<file path="src/rtl/hamming_pkg.sv">
// hamming_pkg
// Shared definitions for the Hamming (16,11) SECDED encoder/decoder pair.
// Contains the decoder FSM state enum, the status flag encodings, the
// default memory layout constants and the bit positions of the parity
// and data bits inside an encoded 16-bit word.
//
// Encoded word layout, bit 15..0:
//   {d11..d5, p8, d4..d2, p4, d1, p2, p1, p0}
// Bit k (1..15) is Hamming position k; bit 0 is overall parity.
package hamming_pkg;

  localparam int DEF_NUM_WORDS = 15;
  localparam int DEF_SRC_BASE  = 30;
  localparam int DEF_DST_BASE  = 0;
  localparam int DEF_ADDR_W    = 8;

  typedef enum logic [2:0] {
    IDLE,
    RD_LO,
    RD_HI,
    CAP,
    WR_LO,
    WR_HI,
    DONE
  } state_t;

  localparam logic [1:0] FLAG_OK  = 2'b00;
  localparam logic [1:0] FLAG_SEC = 2'b01;
  localparam logic [1:0] FLAG_DED = 2'b10;

  localparam int P0_POS = 0;
  localparam int P1_POS = 1;
  localparam int P2_POS = 2;
  localparam int P4_POS = 4;
  localparam int P8_POS = 8;

  // Data bits sit on the non-power-of-two positions: d1 at 3, d2..d4 at
  // 5..7 and d5..d11 at 9..15, so the payload is a simple concatenation.
  localparam int D1_POS     = 3;
  localparam int D2_LO_POS  = 5;
  localparam int D4_HI_POS  = 7;
  localparam int D5_LO_POS  = 9;
  localparam int D11_HI_POS = 15;

  function automatic logic [10:0] extract_data(input logic [15:0] w);
    return {w[D11_HI_POS:D5_LO_POS], w[D4_HI_POS:D2_LO_POS], w[D1_POS]};
  endfunction

endpackage

</file>
<file path="src/rtl/hamming_secded_core.sv">
// hamming_secded_core
// Purely combinational SECDED decode of one 16-bit Hamming word.
//
// Ports:
//   word  in  16  encoded word (layout in hamming_pkg)
//   data  out 11  corrected payload d11..d1 (bit 0 = d1)
//   flag  out 2   FLAG_OK / FLAG_SEC / FLAG_DED
module hamming_secded_core
  import hamming_pkg::*;
(
  input  logic [15:0] word,
  output logic [10:0] data,
  output logic [1:0]  flag
);

  logic [3:0]  syndrome;
  logic        parity;
  logic [15:0] fixed;

  // The syndrome is the XOR of the positions of all set bits; for a clean
  // codeword it is zero, for a single error it names the flipped position.
  // Odd overall parity means an odd number of flips (assumed one); even
  // parity with a nonzero syndrome means two flips, which cannot be fixed.
  // A single error with zero syndrome is p0 itself, so data is untouched.
  always_comb begin
    syndrome = 4'd0;
    for (int k = 1; k < 16; k++) begin
      if (word[k]) syndrome = syndrome ^ 4'(k);
    end
    parity = ^word;
    fixed  = word;
    flag   = FLAG_OK;
    if (parity) begin
      flag = FLAG_SEC;
      if (syndrome != 4'd0) fixed[syndrome] = ~word[syndrome];
    end else if (syndrome != 4'd0) begin
      flag = FLAG_DED;
    end
    data = extract_data(fixed);
  end

endmodule

</file>
<file path="src/rtl/hamming_secded_decoder.sv">
// hamming_secded_decoder
// Reads NUM_WORDS encoded 16-bit words from a shared byte-wide memory,
// decodes each with SECDED and writes back {flag, 3'b000, d11..d9} and
// d8..d1 as a byte pair. Five cycles per word; the memory is registered,
// so read data arrives the cycle after the address is presented.
//
// Ports:
//   clk        in   1       clock, rising edge
//   reset      in   1       asynchronous active-low reset
//   req        in   1       start pulse, sampled only in IDLE/DONE
//   done       out  1       high while finished, held until next req
//   mem_addr   out  ADDR_W  byte address for read or write
//   mem_wen    out  1       write enable
//   mem_wdata  out  8       write byte
//   mem_rdata  in   8       read byte (valid one cycle after mem_addr)
//   n_single   out  4       saturating count of corrected words (*)
//   n_double   out  4       saturating count of double-error words (*)
//
// (*) Only present when the macro HAMMING_DEC_STATS_EN is defined.
module hamming_secded_decoder
  import hamming_pkg::*;
#(
  parameter int NUM_WORDS = DEF_NUM_WORDS,
  parameter int SRC_BASE  = DEF_SRC_BASE,
  parameter int DST_BASE  = DEF_DST_BASE,
  parameter int ADDR_W    = DEF_ADDR_W
) (
  input  logic              clk,
  input  logic              reset,
  input  logic              req,
  output logic              done,
  output logic [ADDR_W-1:0] mem_addr,
  output logic              mem_wen,
  output logic [7:0]        mem_wdata,
  input  logic [7:0]        mem_rdata
`ifdef HAMMING_DEC_STATS_EN
  ,
  output logic [3:0]        n_single,
  output logic [3:0]        n_double
`endif
);

  localparam logic [3:0] LAST_IDX = 4'(NUM_WORDS - 1);

  state_t      state;
  logic [3:0]  idx;
  logic [7:0]  lo_byte;
  logic [7:0]  hi_byte;
  logic [15:0] dec_word;
  logic [10:0] dec_data;
  logic [1:0]  dec_flag;
  logic [7:0]  out_lo;
  logic [7:0]  out_hi;

  // Byte address of word i within a region: base + 2i (+1 for the high byte).
  function automatic logic [ADDR_W-1:0] word_addr(input int base, input logic [3:0] i,
                                                  input logic hi);
    return ADDR_W'(base) + ADDR_W'({i, hi});
  endfunction

  // Outputs are registered on entry to each state, so the low output byte
  // must be ready on the CAP edge while the high byte is still on
  // mem_rdata; bypass the latch for that one cycle.
  assign dec_word = (state == CAP) ? {mem_rdata, lo_byte} : {hi_byte, lo_byte};

  hamming_secded_core u_core (
    .word (dec_word),
    .data (dec_data),
    .flag (dec_flag)
  );

  assign out_lo = dec_data[7:0];
  assign out_hi = {dec_flag, 3'b000, dec_data[10:8]};

  // Main sequencer. Every memory-port output is set on the edge that enters
  // the state in which it must be visible. done rises one cycle after DONE
  // is entered and drops on the same edge that accepts a new req.
  always_ff @(posedge clk or negedge reset) begin
    if (!reset) begin
      state     <= IDLE;
      idx       <= 4'd0;
      done      <= 1'b0;
      mem_addr  <= '0;
      mem_wen   <= 1'b0;
      mem_wdata <= 8'h00;
      lo_byte   <= 8'h00;
      hi_byte   <= 8'h00;
`ifdef HAMMING_DEC_STATS_EN
      n_single  <= 4'd0;
      n_double  <= 4'd0;
`endif
    end else begin
      case (state)
        IDLE, DONE: begin
          if (req) begin
            state    <= RD_LO;
            idx      <= 4'd0;
            done     <= 1'b0;
            mem_addr <= word_addr(SRC_BASE, 4'd0, 1'b0);
`ifdef HAMMING_DEC_STATS_EN
            n_single <= 4'd0;
            n_double <= 4'd0;
`endif
          end else if (state == DONE) begin
            done <= 1'b1;
          end
        end
        RD_LO: begin
          state    <= RD_HI;
          mem_addr <= word_addr(SRC_BASE, idx, 1'b1);
        end
        RD_HI: begin
          state   <= CAP;
          lo_byte <= mem_rdata;
        end
        CAP: begin
          state     <= WR_LO;
          hi_byte   <= mem_rdata;
          mem_wen   <= 1'b1;
          mem_addr  <= word_addr(DST_BASE, idx, 1'b0);
          mem_wdata <= out_lo;
        end
        WR_LO: begin
          state     <= WR_HI;
          mem_addr  <= word_addr(DST_BASE, idx, 1'b1);
          mem_wdata <= out_hi;
        end
        WR_HI: begin
          mem_wen <= 1'b0;
`ifdef HAMMING_DEC_STATS_EN
          if (dec_flag == FLAG_SEC && n_single != 4'hF) n_single <= n_single + 4'd1;
          if (dec_flag == FLAG_DED && n_double != 4'hF) n_double <= n_double + 4'd1;
`endif
          if (idx == LAST_IDX) begin
            state <= DONE;
          end else begin
            state    <= RD_LO;
            idx      <= idx + 4'd1;
            mem_addr <= word_addr(SRC_BASE, idx + 4'd1, 1'b0);
          end
        end
        default: begin
          state   <= IDLE;
          mem_wen <= 1'b0;
          done    <= 1'b0;
        end
      endcase
    end
  end

endmodule

</file>
<file path="config.mk">
export PLATFORM = sky130hd
export DESIGN_NAME = hamming_secded_decoder
export DESIGN_NICKNAME = d
export VERILOG_FILES = /design/src/rtl/hamming_pkg.sv /design/src/rtl/hamming_secded_core.sv /design/src/rtl/hamming_secded_decoder.sv
export SDC_FILE = /design/constraint.sdc
export NUM_CORES = 1
export LEC_CHECK = 0
export ABC_AREA = 1
export CAP_MARGIN = 30
export CORE_UTILIZATION = 50
export CTS_CLUSTER_DIAMETER = 30
export CTS_CLUSTER_SIZE = 24
export DETAILED_ROUTE_END_ITERATION = 10
export PLACE_DENSITY = 0.72
export SLEW_MARGIN = 20
export SYNTH_ARGS = -nofsm -noshare
export SYNTH_HDL_FRONTEND = slang
export SYNTH_SLANG_ARGS = --single-unit
</file>
<file path="constraint.sdc">
create_clock -name clk -period 3.6 [get_ports clk]
set_input_delay 0.36 -clock clk [delete_from_list [all_inputs] [get_ports clk]]
set_output_delay 0.36 -clock clk [all_outputs]
set_load 0.02 [all_outputs]
</file>
After elaboration in Yosys (flattened, before gate mapping)
Index checks and enable logic that the tools add are counted.
{"block": "op_classes", "addsub": 3, "order_cmp": 2, "eq_ne": 10, "muxes": 39, "bitwise": 16, "n_reduce_logical": 13}
{"op": "16-bit 2-to-1 mux", "n": 3}
{"op": "4-bit 2-to-1 mux", "n": 10}
{"op": "8-bit case mux with 5 select lines", "n": 1}
{"op": "3-bit 2-to-1 mux", "n": 6}
{"op": "3-bit case mux with 6 select lines", "n": 1}
{"op": "16-bit bitwise mux", "n": 1}
{"op": "8-bit 2-to-1 mux", "n": 2}
{"op": "8-bit case mux with 2 select lines", "n": 1}
{"op": "16-bit parity", "n": 1}
{"op": "5-bit by 5-bit adder with 6-bit output (first input constant)", "n": 2}
{"op": "2-bit inverter", "n": 6}
{"op": "3-bit inverter", "n": 4}
{"op": "5-bit OR reduction", "n": 2}
{"op": "3-bit == test (second input constant)", "n": 3}
{"op": "2-bit 2-to-1 mux", "n": 4}
{"op": "4-bit case mux with 2 select lines", "n": 1}
{"op": "3-bit by 2-bit == test with 1-bit output (second input constant)", "n": 2}
{"op": "3-bit AND reduction", "n": 2}
{"op": "4-bit by 5-bit < comparator with 1-bit output (second input constant)", "n": 1}
{"op": "1-bit 2-to-1 mux", "n": 5}
{"op": "5-bit nonzero test", "n": 1}
{"op": "4-bit by 1-bit adder with 4-bit output (second input constant)", "n": 1}
{"op": "1-bit binary-select mux with 4-bit select", "n": 1}
{"op": "1-bit demux with 4-bit select", "n": 1}
{"op": "other kinds (15)", "n": 21}
{"block": "totals", "regBits": 41, "in_bits": 11, "output_inout_bits": 18, "word_cells": 91}

Depth between registers and ports, before layout
{"block": "depth", "ltp_word": 36, "depth_mapped": 24, "mapped_depth_nobuf": 22}

Cells and area by module
Synthesis repeated with hierarchy kept, for this count alone.
{"block": "unflattened", "cells_unflattened": 428, "hier_area_um2": 2839.0}
{"module": "hamming_secded_decoder", "instances": 1, "cells_each": 226, "area_each_um2": 1874.3, "seq_area_each_um2": 975.9}
{"module": "hamming_secded_core", "instances": 1, "cells_each": 202, "area_each_um2": 964.7, "seq_area_each_um2": 0.0}

Worst setup path before layout
OpenSTA, ideal clock, no wires.
{"block": "synth_path", "path_type": "register -> register", "start": "reg state[2]", "end": "reg mem_wdata[1]", "setup_ns": 0.117, "arrival_ns": 2.153, "required_ns": 3.483, "path_slack_ns": 1.330, "path_stages_with_launch": 23, "path_buffers": 2, "period_less_slack_ns": 2.270, "cell_sequence": "dfrtp_1 inv_2 nand3_4 buf_6 nand2_1 nand2_2 nand2_1 nand2_1 nand2_1 nand2_1 nand2_1 nand2_1 nor2_1 nand3_1 nor2_1 nor2_1 nand2_1 buf_6 nand2_1 nand2_1 nand2_1 nand2_1 nand2_1"}
{"block": "synth_via", "elab_chain_len": 25, "elab_cells_between_ends": 33, "cone_classes": "order compare (2); eq/ne (2); mux (17); bitwise (8); reduce/logical (4)"}
{"element": "start, declared", "line_no": "hamming_secded_decoder.sv:45", "rtl": "state_t state;"}
{"element": "start signal, assigned", "line_no": "hamming_secded_decoder.sv:80", "rtl": "state <= IDLE;"}
{"element": "start signal, assigned", "line_no": "hamming_secded_decoder.sv:96", "rtl": "state <= RD_LO;"}
{"element": "start signal, assigned", "line_no": "hamming_secded_decoder.sv:109", "rtl": "state <= RD_HI;"}
{"element": "3-bit by 2-bit == test with 1-bit output", "line_no": "hamming_secded_decoder.sv:64, hamming_secded_decoder.sv:93"}
{"element": "16-bit 2-to-1 mux", "line_no": "hamming_secded_decoder.sv:64", "rtl": "assign dec_word = (state == CAP) ? {mem_rdata, lo_byte} : {hi_byte, lo_byte};"}
{"element": "4-bit 2-to-1 mux", "line_no": "hamming_secded_core.sv:28", "rtl": "if (word[k]) syndrome = syndrome ^ 4'(k);"}
{"element": "2-bit inverter (no source line)"}
{"element": "4-bit 2-to-1 mux", "line_no": "hamming_secded_core.sv:28"}
{"element": "2-bit inverter (no source line)"}
{"element": "4-bit 2-to-1 mux", "line_no": "hamming_secded_core.sv:28"}
{"element": "3-bit inverter (no source line)"}
{"element": "[... 9 more ...]"}
{"element": "4-bit by 5-bit < comparator with 1-bit output (implied by the code) or 4-bit by 1-bit >= comparator with 1-bit output (tied branches)", "line_no": "hamming_secded_core.sv:35", "rtl": "if (syndrome != 4'd0) fixed[syndrome] = ~word[syndrome];"}
{"element": "1-bit logical AND (implied by the code)", "line_no": "hamming_secded_core.sv:35"}
{"element": "1-bit 2-to-1 mux (implied by the code)", "line_no": "hamming_secded_core.sv:35"}
{"element": "1-bit demux with 4-bit select"}
{"element": "16-bit bitwise mux", "line_no": "hamming_secded_core.sv:35"}
{"element": "16-bit 2-to-1 mux", "line_no": "hamming_secded_core.sv:35"}
{"element": "16-bit 2-to-1 mux", "line_no": "hamming_secded_core.sv:33", "rtl": "if (parity) begin"}
{"element": "8-bit case mux with 2 select lines", "line_no": "hamming_secded_decoder.sv:93", "rtl": "case (state)"}
{"element": "end signal, assigned", "line_no": "hamming_secded_decoder.sv:121", "rtl": "mem_wdata <= out_lo;"}
{"element": "end signal, assigned", "line_no": "hamming_secded_decoder.sv:126", "rtl": "mem_wdata <= out_hi;"}
{"element": "end, declared", "line_no": "hamming_secded_decoder.sv:34", "rtl": "output logic [7:0] mem_wdata,"}
Parallel ways exist; a longest one is shown, timed or not. The select of a mux whose other input is x is not followed.
A chain may end at the register's enable or synchronous reset.

Worst setup path in the final report
{"block": "layout_path", "start": "reg state[1]", "end": "reg mem_wdata[1]"}
The elaborated chain is that of the path after synthesis.

==> flow_metrics.env <==
export IMPL_io_pins=29
export IMPL_clock_tree_htree_level_count=2
export IMPL_vias_per_cell=5.24
export IMPL_crit_required_ns=3.79
export IMPL_stdcell_count=541
export IMPL_rows=27
export IMPL_worst_skew_pair_late_latency_ns=0.29
export IMPL_clock_root_buffer="clkbuf_8"
export IMPL_drc_errors=0
export IMPL_area_delta_synth_final_pct=14.6
export IMPL_grt_pass1_vias=2653
export IMPL_cts_sinks=39
export IMPL_worstSetupStartpointType="flop"
export IMPL_initial_core_util=0.520
export IMPL_min_path_type="in -> async"
export IMPL_antenna_found_initial=0
export IMPL_final_nets=484
export IMPL_cts_tree="yes"
export IMPL_post_drt_wl_per_cell_um=13.9
export IMPL_max_slew_margin=0.641
export IMPL_dp_cells=531
export IMPL_die_area_sq_um=6030
export IMPL_worst_hold_slack_ns=0.463
export IMPL_crit_slowest_cell="dfrtp_1"
export IMPL_cts_buffers=5
export IMPL_fin_crit_sh=0.880
export IMPL_drv_cap=0
export IMPL_endpoint_kind="flop"
export IMPL_antenna_cells=0
export IMPL_fillers=529
export IMPL_timing_fmax_ghz=0.316
export IMPL_worstPathCellList="nand2_1 -> nor2_4 -> nand2_1 -> nand2_1 -> nand2_2 -> nand2_4 -> inv_1 -> nand2_1 -> nand2_1 -> nand2_1 -> nand2_1 -> nor2_1 -> nand3_1 -> nor2_1 -> nor2_1 -> nand2_1 -> nand2_1 -> nand2_1 -> nand2_1 -> nand2_1 -> nand2_1"
export IMPL_synth_area_sq_um=2860
export IMPL_synth_ff_type="dfrtp_1"
export IMPL_critPathMaxStageDelay_ns=0.63
export IMPL_clockBufferDepth=2
export IMPL_routabilityCongestion=0.920
export IMPL_grt_max_degree=40
export IMPL_wirelength_um=7510
export IMPL_period_needed_ns=3.17
export IMPL_place_port_buffers=26
export IMPL_tns_ns=0
export IMPL_ys_types=33
export IMPL_vias=2835
export IMPL_seq_area_frac_synth=0.341
export IMPL_grtUsageTotal=0.276
export IMPL_postSynthCellCount=440
export IMPL_core_area_sq_um=5510
export IMPL_clk_pin_slew_worst_paths_ns=0.08
export IMPL_die_height_um=77.7
export IMPL_slew_violations=0
export IMPL_worstPathArrival_ns=3.35
export IMPL_finalHoldViolCount=0
export IMPL_drt_first_pass_iters=5
export IMPL_layout_drive_gt1_share=0.0959
export IMPL_ys_warn_count=0
export IMPL_path_common_cell="nand2_1"
export IMPL_worstSetupPathType="reg -> reg"
export IMPL_crit_fanout=14
export IMPL_status="finished clean"
export IMPL_worst_pin_slew_ns=0.537
export IMPL_ys_seq_elements=39
export IMPL_dpl_hpwl_um=5760
export IMPL_grt_pass1_wl_um=13000
export IMPL_rsz0062_at_grt="false"
export IMPL_synth_async_reset_ratio=1.00
export IMPL_grt_overflow_total=0
export IMPL_first_iter_violations=328
export IMPL_avgSynthCellArea_sq_um=6.51
export IMPL_final_setup_skew_ns=0.00397
export IMPL_ant_nets=0
export IMPL_synth_edf_count=0
export IMPL_cts_setup_buffers=0
export IMPL_die_w_um=77.7
export IMPL_setup_violations=0
layer usage:
metal  up-vias  part of all wire  global-route usage
li1       1431                 -                   -
met1      1281              0.45               0.371
met2       109              0.46               0.458
met3        14             0.068              0.0459
met4         0             0.015              0.0736
met5         -                 0                   0
flip-flops by register name, summed over array words and instances (netlist names):
register,cells
lo_byte,8
mem_wen,1
state,3
done,1
mem_addr,6
mem_wdata,8
idx,4
hi_byte,8
kinds of logic (layout without fill, tap and decap cells):
kind of cell | count (synthesis) | in the layout | share of synthesized area
flip-flops | 39 | 39 | 0.341
buffers and inverters | 60 | 88 | 0.0917
AND/OR/NAND/NOR | 280 | 280 | 0.426
XOR/XNOR | 9 | 9 | 0.0301
AO/OA/AOI/OAI | 46 | 46 | 0.0878
adder cells (fa/ha/maj) | 5 | 5 | 0.0218
other | 1 | 2 | 0.00131
path summary, 6_finish.rpt:
path                                           from                  endpoint  slack (ns)  cells after the start
max                            state[1]$_DFFE_PN0N_  mem_wdata[1]$_DFFE_PN0P_        0.43                     21
min                                           reset        idx[3]$_DFFE_PN0P_        0.46                      2
max reg2reg                    state[1]$_DFFE_PN0N_  mem_wdata[1]$_DFFE_PN0P_        0.43                     21
min reg2reg                mem_wdata[6]$_DFFE_PN0P_  mem_wdata[6]$_DFFE_PN0P_        0.48                      2
max in group asynchronous                     reset  mem_wdata[7]$_DFFE_PN0P_        2.70                      3
min in group clk           mem_wdata[6]$_DFFE_PN0P_  mem_wdata[6]$_DFFE_PN0P_        0.48                      2
area by class of cell:
cell class | count | area, sq um | area share
Sequential cell | 39 | 976 | 0.297
Tap cell | 72 | 90.1 | 0.0274
Clock inverter | 1 | 8.76 | 0.00267
Inverter | 51 | 194 | 0.0591
Timing Repair Buffer | 29 | 293 | 0.0892
Clock buffer | 7 | 86.3 | 0.0263
Multi-Input combinational cell | 342 | 1630 | 0.498
cell usage in the layout, fill, tap and decap left out, drive strengths merged, types with 5 or more instances in the layout:
cell           instances
clkbuf                 7
xor2                   6
a21oi                 12
ha                     5
nand4                  9
nand3                 32
nand2                187
nor2                  50
dfrtp                 39
inv                   50
clkdlybuf4s50         25
o21ai                 28
synth_stat cells (2+ instances only):
cell / instances / area (sq um)
buf_4: 3 / 22.5
nor2_1: 46 / 173
nor2_2: 3 / 18.8
buf_6: 3 / 33.8
o21ai_0: 22 / 110
xor2_1: 5 / 43.8
inv_2: 4 / 15.0
nand2_4: 3 / 33.8
nand3_2: 2 / 20.0
a21oi_1: 12 / 60.1
nand3_1: 29 / 145
nand2_1: 166 / 623
dfrtp_1: 39 / 976
xnor2_1: 3 / 26.3
nand4_1: 9 / 56.3
clkbuf_1: 2 / 7.51
ha_1: 5 / 62.6
o211ai_1: 3 / 22.5
nor3_1: 2 / 10.0
o21ai_1: 5 / 25.0
inv_1: 45 / 169
nand2_2: 18 / 113
repair_timing:
item / CTS / global route
endpoints found under the setup margin: 0 / 1
hold endpoints to repair: 0 / 9
gates resized for setup: 0 / 1
hold buffers: 0 / 1
per-stage QoR:
step,setup slack [ns],util,instance area [sq um]
after floorplan,1.33,-,2870
after global placement,0.398,0.572,3150
after detailed placement,0.332,0.572,3150
after CTS,0.334,0.590,3250
after global routing,0.135,0.596,3280
final,0.432,0.596,3280
critical path, delay by kind of cell (launching register included):
family                 cells  cell delay (ns)
and+or+nand+nor           20             2.36
DFF                        1             0.63
buffers and inverters      1             0.05
Power is not shown: default switching activity piles up to over one toggle a cycle in this logic, so the estimate is an artifact.
